### src/rtl/msk_holder_ctrl_pkg.sv
// Shared types and elaboration helpers for the masked holder sequencer.
// Pure definitions: no logic, no latency, no flow control.
package msk_holder_ctrl_pkg;

  typedef enum logic [1:0] {
    IDLE    = 2'd0,
    LOAD    = 2'd1,
    FULL    = 2'd2,
    REFRESH = 2'd3
  } state_e;

  function automatic int unsigned nstages(input int unsigned bits, input int unsigned rate);
    return bits / rate;
  endfunction

  // A single-stage holder still needs a 1-bit counter to keep port widths legal.
  function automatic int unsigned cnt_width(input int unsigned n);
    return (n > 1) ? $clog2(n) : 1;
  endfunction

  function automatic bit rate_divides(input int unsigned bits, input int unsigned rate);
    return (rate > 0) && ((bits % rate) == 0);
  endfunction

endpackage

### src/rtl/msk_holder_word_cnt.sv
// Modulo-N counter with clear (priority) and increment; last_o flags N-1.
// Counts on the clock after inc_i; never stalls, wraps to 0 after N-1.
module msk_holder_word_cnt #(
  parameter int unsigned N = 4,
  parameter int unsigned W = 2
) (
  input  logic clk_i,
  input  logic rst_n_i,
  input  logic clr_i,
  input  logic inc_i,
  output logic last_o
);

  localparam logic [W-1:0] LAST = W'(N - 1);

  logic [W-1:0] cnt_q, cnt_d;

  assign last_o = (cnt_q == LAST);

  always_comb begin
    cnt_d = cnt_q;
    if (clr_i) begin
      cnt_d = '0;
    end else if (inc_i) begin
      cnt_d = last_o ? '0 : cnt_q + W'(1);
    end
  end

  always_ff @(posedge clk_i or negedge rst_n_i) begin
    if (!rst_n_i) begin
      cnt_q <= '0;
    end else begin
      cnt_q <= cnt_d;
    end
  end

endmodule

### src/rtl/msk_holder_seq_ctrl.sv
// Sequencer for the masked holder: load NSTAGES share words, expose, refresh by full rotation.
// out_valid one cycle after last load fire; shifts only on in/rnd handshakes. Option: HOLDER_AUTO_REFRESH_EN.
module msk_holder_seq_ctrl
  import msk_holder_ctrl_pkg::*;
#(
  parameter int unsigned d              = 2,
  parameter int unsigned BITS           = 256,
  parameter int unsigned RFRSH_RATE     = 16,
  parameter int unsigned REFRESH_PERIOD = 64
) (
  input  logic         clk_i,
  input  logic         rst_n_i,
  input  logic         in_valid_i,
  output logic         in_ready_o,
  input  logic         rnd_valid_i,
  output logic         rnd_ready_o,
  input  logic         refresh_req_i,
  output logic         out_valid_o,
  input  logic         out_ack_i,
  output logic [d-1:0] enable_o,
  output logic         fetch_in_o,
  output logic         busy_o
);

  localparam int unsigned NSTAGES = nstages(BITS, RFRSH_RATE);
  localparam int unsigned CW      = cnt_width(NSTAGES);

  localparam logic [1:0] S_IDLE    = IDLE;
  localparam logic [1:0] S_LOAD    = LOAD;
  localparam logic [1:0] S_FULL    = FULL;
  localparam logic [1:0] S_REFRESH = REFRESH;

  if (!rate_divides(BITS, RFRSH_RATE)) begin : g_bad_rate
    $error("RFRSH_RATE must divide BITS");
  end
  if (REFRESH_PERIOD < 1) begin : g_bad_period
    $error("REFRESH_PERIOD must be at least 1");
  end

  logic [1:0] state_q, state_d;
  logic       pend_q, pend_d;
  logic       is_idle, is_load, is_full, is_rfrsh;
  logic       load_fire, rfrsh_fire, shift_fire;
  logic       wcnt_last, auto_rfrsh;

  assign is_idle  = (state_q == S_IDLE);
  assign is_load  = (state_q == S_LOAD);
  assign is_full  = (state_q == S_FULL);
  assign is_rfrsh = (state_q == S_REFRESH);

  // Reset is folded in so no word is accepted while the holder is held in reset.
  assign in_ready_o  = rst_n_i & (is_idle | is_load);
  assign rnd_ready_o = is_rfrsh;
  assign load_fire   = in_valid_i & in_ready_o;
  assign rfrsh_fire  = rnd_valid_i & rnd_ready_o;
  assign shift_fire  = load_fire | rfrsh_fire;

  assign enable_o    = {d{shift_fire}};
  assign fetch_in_o  = ~is_rfrsh;
  assign busy_o      = is_load | is_rfrsh;
  assign out_valid_o = is_full;

  // Shared between loading and refreshing; it is back at 0 whenever FULL is reached.
  msk_holder_word_cnt #(
    .N(NSTAGES),
    .W(CW)
  ) u_word_cnt (
    .clk_i  (clk_i),
    .rst_n_i(rst_n_i),
    .clr_i  (1'b0),
    .inc_i  (shift_fire),
    .last_o (wcnt_last)
  );

`ifdef HOLDER_AUTO_REFRESH_EN
  localparam int unsigned PW = cnt_width(REFRESH_PERIOD);
  logic per_last;

  msk_holder_word_cnt #(
    .N(REFRESH_PERIOD),
    .W(PW)
  ) u_period_cnt (
    .clk_i  (clk_i),
    .rst_n_i(rst_n_i),
    .clr_i  (~is_full),
    .inc_i  (is_full),
    .last_o (per_last)
  );

  assign auto_rfrsh = is_full & per_last;
`else
  assign auto_rfrsh = 1'b0;
`endif

  always_comb begin
    state_d = state_q;
    pend_d  = pend_q;
    case (state_q)
      S_IDLE: begin
        if (load_fire) state_d = wcnt_last ? S_FULL : S_LOAD;
      end
      S_LOAD: begin
        if (refresh_req_i) pend_d = 1'b1;
        if (load_fire && wcnt_last) state_d = S_FULL;
      end
      S_FULL: begin
        pend_d = 1'b0;
        if (out_ack_i) begin
          state_d = S_IDLE;
        end else if (refresh_req_i || pend_q || auto_rfrsh) begin
          state_d = S_REFRESH;
        end
      end
      S_REFRESH: begin
        if (refresh_req_i) pend_d = 1'b1;
        if (rfrsh_fire && wcnt_last) state_d = S_FULL;
      end
      default: begin
        state_d = S_IDLE;
        pend_d  = 1'b0;
      end
    endcase
  end

  always_ff @(posedge clk_i or negedge rst_n_i) begin
    if (!rst_n_i) begin
      state_q <= S_IDLE;
      pend_q  <= 1'b0;
    end else begin
      state_q <= state_d;
      pend_q  <= pend_d;
    end
  end

endmodule

### config.mk
export PLATFORM = sky130hd
export DESIGN_NAME = msk_holder_seq_ctrl
export DESIGN_NICKNAME = d
export VERILOG_FILES = /design/src/rtl/msk_holder_ctrl_pkg.sv /design/src/rtl/msk_holder_word_cnt.sv /design/src/rtl/msk_holder_seq_ctrl.sv
export SDC_FILE = /design/constraint.sdc
export NUM_CORES = 1
export LEC_CHECK = 0
export BUFFER_PORTS_ARGS = -buffer_cell sky130_fd_sc_hd__buf_2
export CAP_MARGIN = 20
export CORE_AREA = 5 5 42 44
export DETAILED_ROUTE_END_ITERATION = 7
export DIE_AREA = 0 0 47 49
export GPL_ROUTABILITY_DRIVEN = 0
export PLACE_DENSITY = 0.55
export SLEW_MARGIN = 10
export SYNTH_ARGS = -nofsm -noshare
export SYNTH_HDL_FRONTEND = slang
export SYNTH_HIERARCHICAL = 1
export SYNTH_SLANG_ARGS = --single-unit
### constraint.sdc
create_clock -name clk_i -period 1.4 [get_ports clk_i]
set_clock_uncertainty 0.1 [all_clocks]
set_input_delay 0.21 -clock clk_i [delete_from_list [all_inputs] [get_ports clk_i]]
set_output_delay 0.21 -clock clk_i [all_outputs]
set_load 0.02 [all_outputs]
# Word-level counts from Yosys, hierarchy flattened
# Cells that the tools add are included.
[word_totals] ff_bits=7 in_bits=6 output_inout_bits=7 word_cells=38
[op_classes] n_addsub=1 n_eq_ne=9 muxes=10 bitwise=7 reduce_logical=8
[ops] op="$mux 2" count=6
[ops] op="$ne 2x1->1 const B" count=4
[ops] op="$pmux 2 s4" count=1
[ops] op="$add 4x1->4 const B" count=1
[ops] op="$eq 2x2->1 const B" count=2
[ops] op="$eq 4x4->1 const B" count=1
[ops] op="$mux 4" count=1
[ops] op="$reduce_and 4->1" count=1
[ops] op="$and 1x1->1" count=3
[ops] op="$ne 3x1->1 const B" count=1
[ops] op="$or 1x1->1" count=3
[ops] op="$eq 2x1->1 const B" count=1
[ops] op="$logic_and 1x1->1" count=2
[ops] op="$logic_not 2->1" count=1
[ops] op="$pmux 1 s2" count=1
[ops] op="$reduce_and 2->1" count=1
[ops] op="$reduce_bool 2->1" count=1
[ops] op="$reduce_or 2->1" count=1
[ops] op="$logic_or 1x1->1" count=1
[ops] op="$mux 1" count=1
[ops] op="$not 1->1" count=1

# Longest topological paths before layout
[logic_depth] ltp_word=7 ltp_mapped=6 depth_no_buf=6

# Hierarchy
# The synthesis kept the hierarchy.
[by_module_without_submodules] mod="msk_holder_word_cnt" n_inst=1 cells_each=20 area_each_um2=206.4 seq_area_each_um2=100.1
[by_module_without_submodules] mod="msk_holder_seq_ctrl" n_inst=1 cells_each=23 area_each_um2=191.4 seq_area_each_um2=75.1

# Least setup slack after synthesis
# No wires, ideal clock.
[synth_timing] path_kind="flip-flop to flip-flop" startpoint="register state_q[0]" endpoint="register u_word_cnt.cnt_q[3]" setup_time_ps=77 t_arrival_ps=1545 required_ps=1223 slack_ps=-323 path_stages_with_launch=7 path_buffers=0 period_less_slack_ps=1723 path_cell_list="dfrtp_1 nand2_1 inv_1 a32o_1 nand2_1 or3_1 a21oi_1"
[synth_between] word_cells_on_any_way=8 cone_classes="eq/ne: 2; bitwise: 5; reduce/logical: 1"
[synth_lines] element="start: declaration" line_no="msk_holder_seq_ctrl.sv:40" rtl="logic [1:0] state_q, state_d;"
[synth_lines] element="start signal: assignment" line_no="msk_holder_seq_ctrl.sv:130" rtl="state_q <= state_d;"
[synth_lines] element="$eq 2x2->1" line_no="msk_holder_seq_ctrl.sv:49" rtl="assign is_rfrsh = (state_q == S_REFRESH);"
[synth_lines] element="net rnd_ready_o" line_no="msk_holder_seq_ctrl.sv:16" rtl="output logic rnd_ready_o,"
[synth_lines] element="$and 1x1->1" line_no="msk_holder_seq_ctrl.sv:55" rtl="assign rfrsh_fire = rnd_valid_i & rnd_ready_o;"
[synth_lines] element="$or 1x1->1" line_no="msk_holder_seq_ctrl.sv:56" rtl="assign shift_fire = load_fire | rfrsh_fire;"
[synth_lines] element="net shift_fire" line_no="msk_holder_seq_ctrl.sv:43" rtl="logic load_fire, rfrsh_fire, shift_fire;"
[synth_lines] element="end signal: assignment" line_no="msk_holder_word_cnt.sv:33" rtl="cnt_q <= cnt_d;"
[synth_lines] element="end: declaration" line_no="msk_holder_word_cnt.sv:16" rtl="logic [W-1:0] cnt_q, cnt_d;"
# The timed path passes the listed nets, and every way through them passes these cells.
# A chain may end at the register's enable or synchronous reset.

# Worst setup path after layout
[layout_timing] startpoint="register state_q[1]" endpoint="output enable_o[0]"
[layout_between] elab_chain_len=5 word_cells_on_any_way=8 cone_classes="eq/ne: 2; bitwise: 5; reduce/logical: 1"
[layout_rtl] element="$eq 2x1->1 / $logic_not 2->1 (equally long branches)" line_no="msk_holder_seq_ctrl.sv:47, msk_holder_seq_ctrl.sv:46"
[layout_rtl] element="$or 1x1->1" line_no="msk_holder_seq_ctrl.sv:52" rtl="assign in_ready_o = rst_n_i & (is_idle | is_load);"
[layout_rtl] element="$and 1x1->1" line_no="msk_holder_seq_ctrl.sv:52"
[layout_rtl] element="$and 1x1->1" line_no="msk_holder_seq_ctrl.sv:54" rtl="assign load_fire = in_valid_i & in_ready_o;"
[layout_rtl] element="$or 1x1->1 (*)" line_no="msk_holder_seq_ctrl.sv:56"
[layout_rtl] element="end: declaration" line_no="msk_holder_seq_ctrl.sv:20" rtl="output logic [d-1:0] enable_o,"
# Every way passes the cells marked *; elsewhere a longest branch is shown, timed or not.

==> summary.txt <==
Outcome
  • Status: complete, but fails checks
  • Failing checks: setup timing

Power
  • Leak: 0.000311 µW
  • Power Density: between 700 and 800 nW/µm²
  • Final Power: 456 µW
  • Maximum VDD drop: approximately 410 µV

STA
  • Fin crit share: 112%
  • Minimum clock period: about 1.6 ns
  • Max Slew Vio Count: 0
  • Total negative setup slack: -0.668 ns
  • Final setup fails: 6
  • Hold Fails Final Rpt: 0
  • RSZ-0062 raised after global routing: yes
  • Hold_ws: between 0.07 and 0.08 ns
  • Setup WS post-layout: -0.174 ns
  • Maximum clock rate: 635 MHz

Worst setup path
  • Critical path type: flop to output pin
  • CP Max Fanout: 4
  • CP Capture Type: output pin
  • R2R Setup Slk: -0.12 ns
  • Worst EP required: about 1.1 ns
  • CP Launch Type: flop
  • Arrival time at the worst endpoint: roughly 1.3 ns

Detailed routing
  • Drt pass-1 iters: 4
  • DR iter-0 viols: 10
  • DR vias/cell: 4.49
  • Routed len/inst: 11.4 µm
  • Number of remaining DRC errors: 0
  • Final ANT Viol Nets: 0
  • Vias: 395
  • Final wirelength: about 1000 µm

Logic synthesis
  • FF+latch count, synth: 7
  • Top cell type by total area after synthesis: dfrtp_1
  • Fraction of registers with async set/reset: between 90% and 100%
  • Average cell area after synthesis: 9.25 µm²
  • Synth Area in Simple Gates: around 18%
  • Synth Instances: 43
  • Post-synthesis xor/xnor area fraction: 2.20%
  • Top FF cell, synth: dfrtp_1
  • Synth top area share: roughly 44%
  • Adder-cell area share of the yosys netlist: roughly 3.1%
  • Mux contribution to synthesized area: approximately 2.5%
  • Mapped Area: 398 µm²
  • Largest family of logic cells by synthesized area: compound AO/OA/AOI/OAI gates
  • Most common cell in the synthesized netlist: dfrtp_1
  • Cell variety after synth: 24
  • EDFF count, synth: 0
  • Top cells by area, synth: dfrtp_1 44%, a21oi_1 6.3%, nor2_1 4.7%
  • Synth Area in Compound Gates: between 20% and 30%
  • Sequential share of the synthesized area: ~44%
  • Synth warn: 6
  • Synth top cells by count: 7 x dfrtp_1, 5 x a21oi_1, 5 x nor2_1, 4 x nand2_1

Placed design
  • Post-DP HPWL: about 690 µm
  • PortBufs: 12

Cells and area
  • Inserted Diodes: 0
  • Net count, final: 80
  • Area grow syn2layout: 62.9%
  • Fraction of layout instances using a drive strength above 1: between 50% and 60%

Die
  • Core Area: between 1000 and 1500 µm²
  • Chip width: ~47 µm
  • Die height: 49 µm
  • Initial Utilization: around 28%
  • Die area: ~2300 µm²
  • FP Rows: 14
  • I/O Pins: 13

Clock tree
  • Num CTS Buffers: 3
  • Later-pin clock latency in the skew report: between 0.2 and 0.25 ns
  • CTS max path bufs: 2
  • CTS clk-pin slew, worst paths: approximately 0.050 ns
  • CTS tree: built
  • Sinks on the clock net: 7
  • H-tree Lvls: 1
  • Root buffer cell: clkbuf_4

GRT
  • Total gr overflow: 0
  • First-pass GRT wire length: ~1800 µm
  • Largest net degree at the start of global routing: 8
  • GRT Util Overall: about a tenth
  • Initial antenna violation count: 0
  • Vias in the first global route: between 400 and 500

Worst hold path
  • Worst min path class: input pin to flop

Job
  • Max-cap violation count: 0
critical path, stage by stage, from the launching register on:
cell	delay, ns
dfrtp_2	0.44
nand2_4	0.08
inv_4	0.03
a32o_2	0.23
buf_6	0.13
buf_6	0.12
state kept, by name, summed over array words and instances (netlist names):
register / cells
u_word_cnt/cnt_q: 4
pend_q: 1
state_q: 2
metrics by stage:
| step | std cells | area [µm²] | setup WS [ns] | utilization, % |
|---|---|---|---|---|
| after floorplan | 46 | 422 | -0.0569 | - |
| after global placement | 79 | 543 | 0.00451 | 38.8 |
| after detailed placement | 79 | 543 | -0.00134 | 38.8 |
| after CTS | 86 | 628 | -0.190 | 44.8 |
| after global routing | 88 | 648 | -0.218 | 46.3 |
| final | 88 | 648 | -0.174 | 46.3 |
worst paths after layout:
check	startpoint	end	depth (start not counted)
max	state_q[1]	enable_o[0]	5
min	out_ack_i	state_q[1]	2
max reg2reg	state_q[1]	u_word_cnt/cnt_q[1]	8
min reg2reg	pend_q	pend_q	2
max in group asynchronous	rst_n_i	state_q[0]	3
min in group asynchronous	rst_n_i	u_word_cnt/cnt_q[0]	3
kinds of logic (layout without fill, tap and decap cells):
group                    Yosys count  count (layout)
AND/OR/NAND/NOR                   14              14
AO/OA/AOI/OAI                     13              13
flip-flops                         7               7
buffers and inverters              5              31
adder cells (fa/ha/maj)            1               1
other                              1               4
XOR/XNOR                           1               1
multiplexers                       1               1
repair_timing:
| action | 4_1_cts | 5_1_grt |
|---|---|---|
| hold buffers | 1 | 0 |
| hold endpoints to repair | 7 | 0 |
| setup buffers | 2 | 2 |
| setup endpoints to repair | 5 | 7 |
| resized for setup | 11 | 2 |
| pin swaps | 2 | 2 |
layer usage:
metal  wire [µm]  up-vias  share of wire, %  GRT usage, %
met5           0        -                 0             0
met4           0        0                 0          5.07
met3          60        0               6.0          4.06
met2         534        6                53          16.1
met1         408      187                41          12.0
li1            -      202                 -             -
cell usage in the layout, fill, tap and decap left out:
master	n
conb_1	4
clkbuf_1	1
inv_4	1
or3_1	1
xor2_1	1
dlygate4sd3_1	1
a21oi_2	2
buf_6	5
and3_4	1
buf_4	10
nand2b_1	1
mux2i_1	1
clkbuf_4	3
dfrtp_1	5
a21bo_1	1
a32o_2	1
ha_1	1
nor2_1	4
a31oi_1	1
a311oi_1	1
or3b_1	1
o31ai_1	1
nor2_4	1
nor2b_1	1
nand2_4	1
nand2_1	3
buf_2	9
inv_2	1
a21o_1	1
a21oi_1	4
o21ai_0	1
dfrtp_2	2
cell type report:
cell class | instances | area (µm²)
fill | 136 | 753
tap | 16 | 20.0
sequential | 7 | 178
multi-input combinational | 34 | 228
inverter | 2 | 10.0
clock buffer | 4 | 26.3
timing repair buffer | 25 | 186
power by group:
| group | total, µW | switching, µW | internal [µW] |
|---|---|---|---|
| clock | 181 | 72.6 | 109 |
| sequential | 207 | 1.64 | 205 |
| combinational | 67.8 | 32.3 | 35.5 |
| total | 456 | 107 | 349 |
No activity file was read; power rests on OpenSTA's default activity.
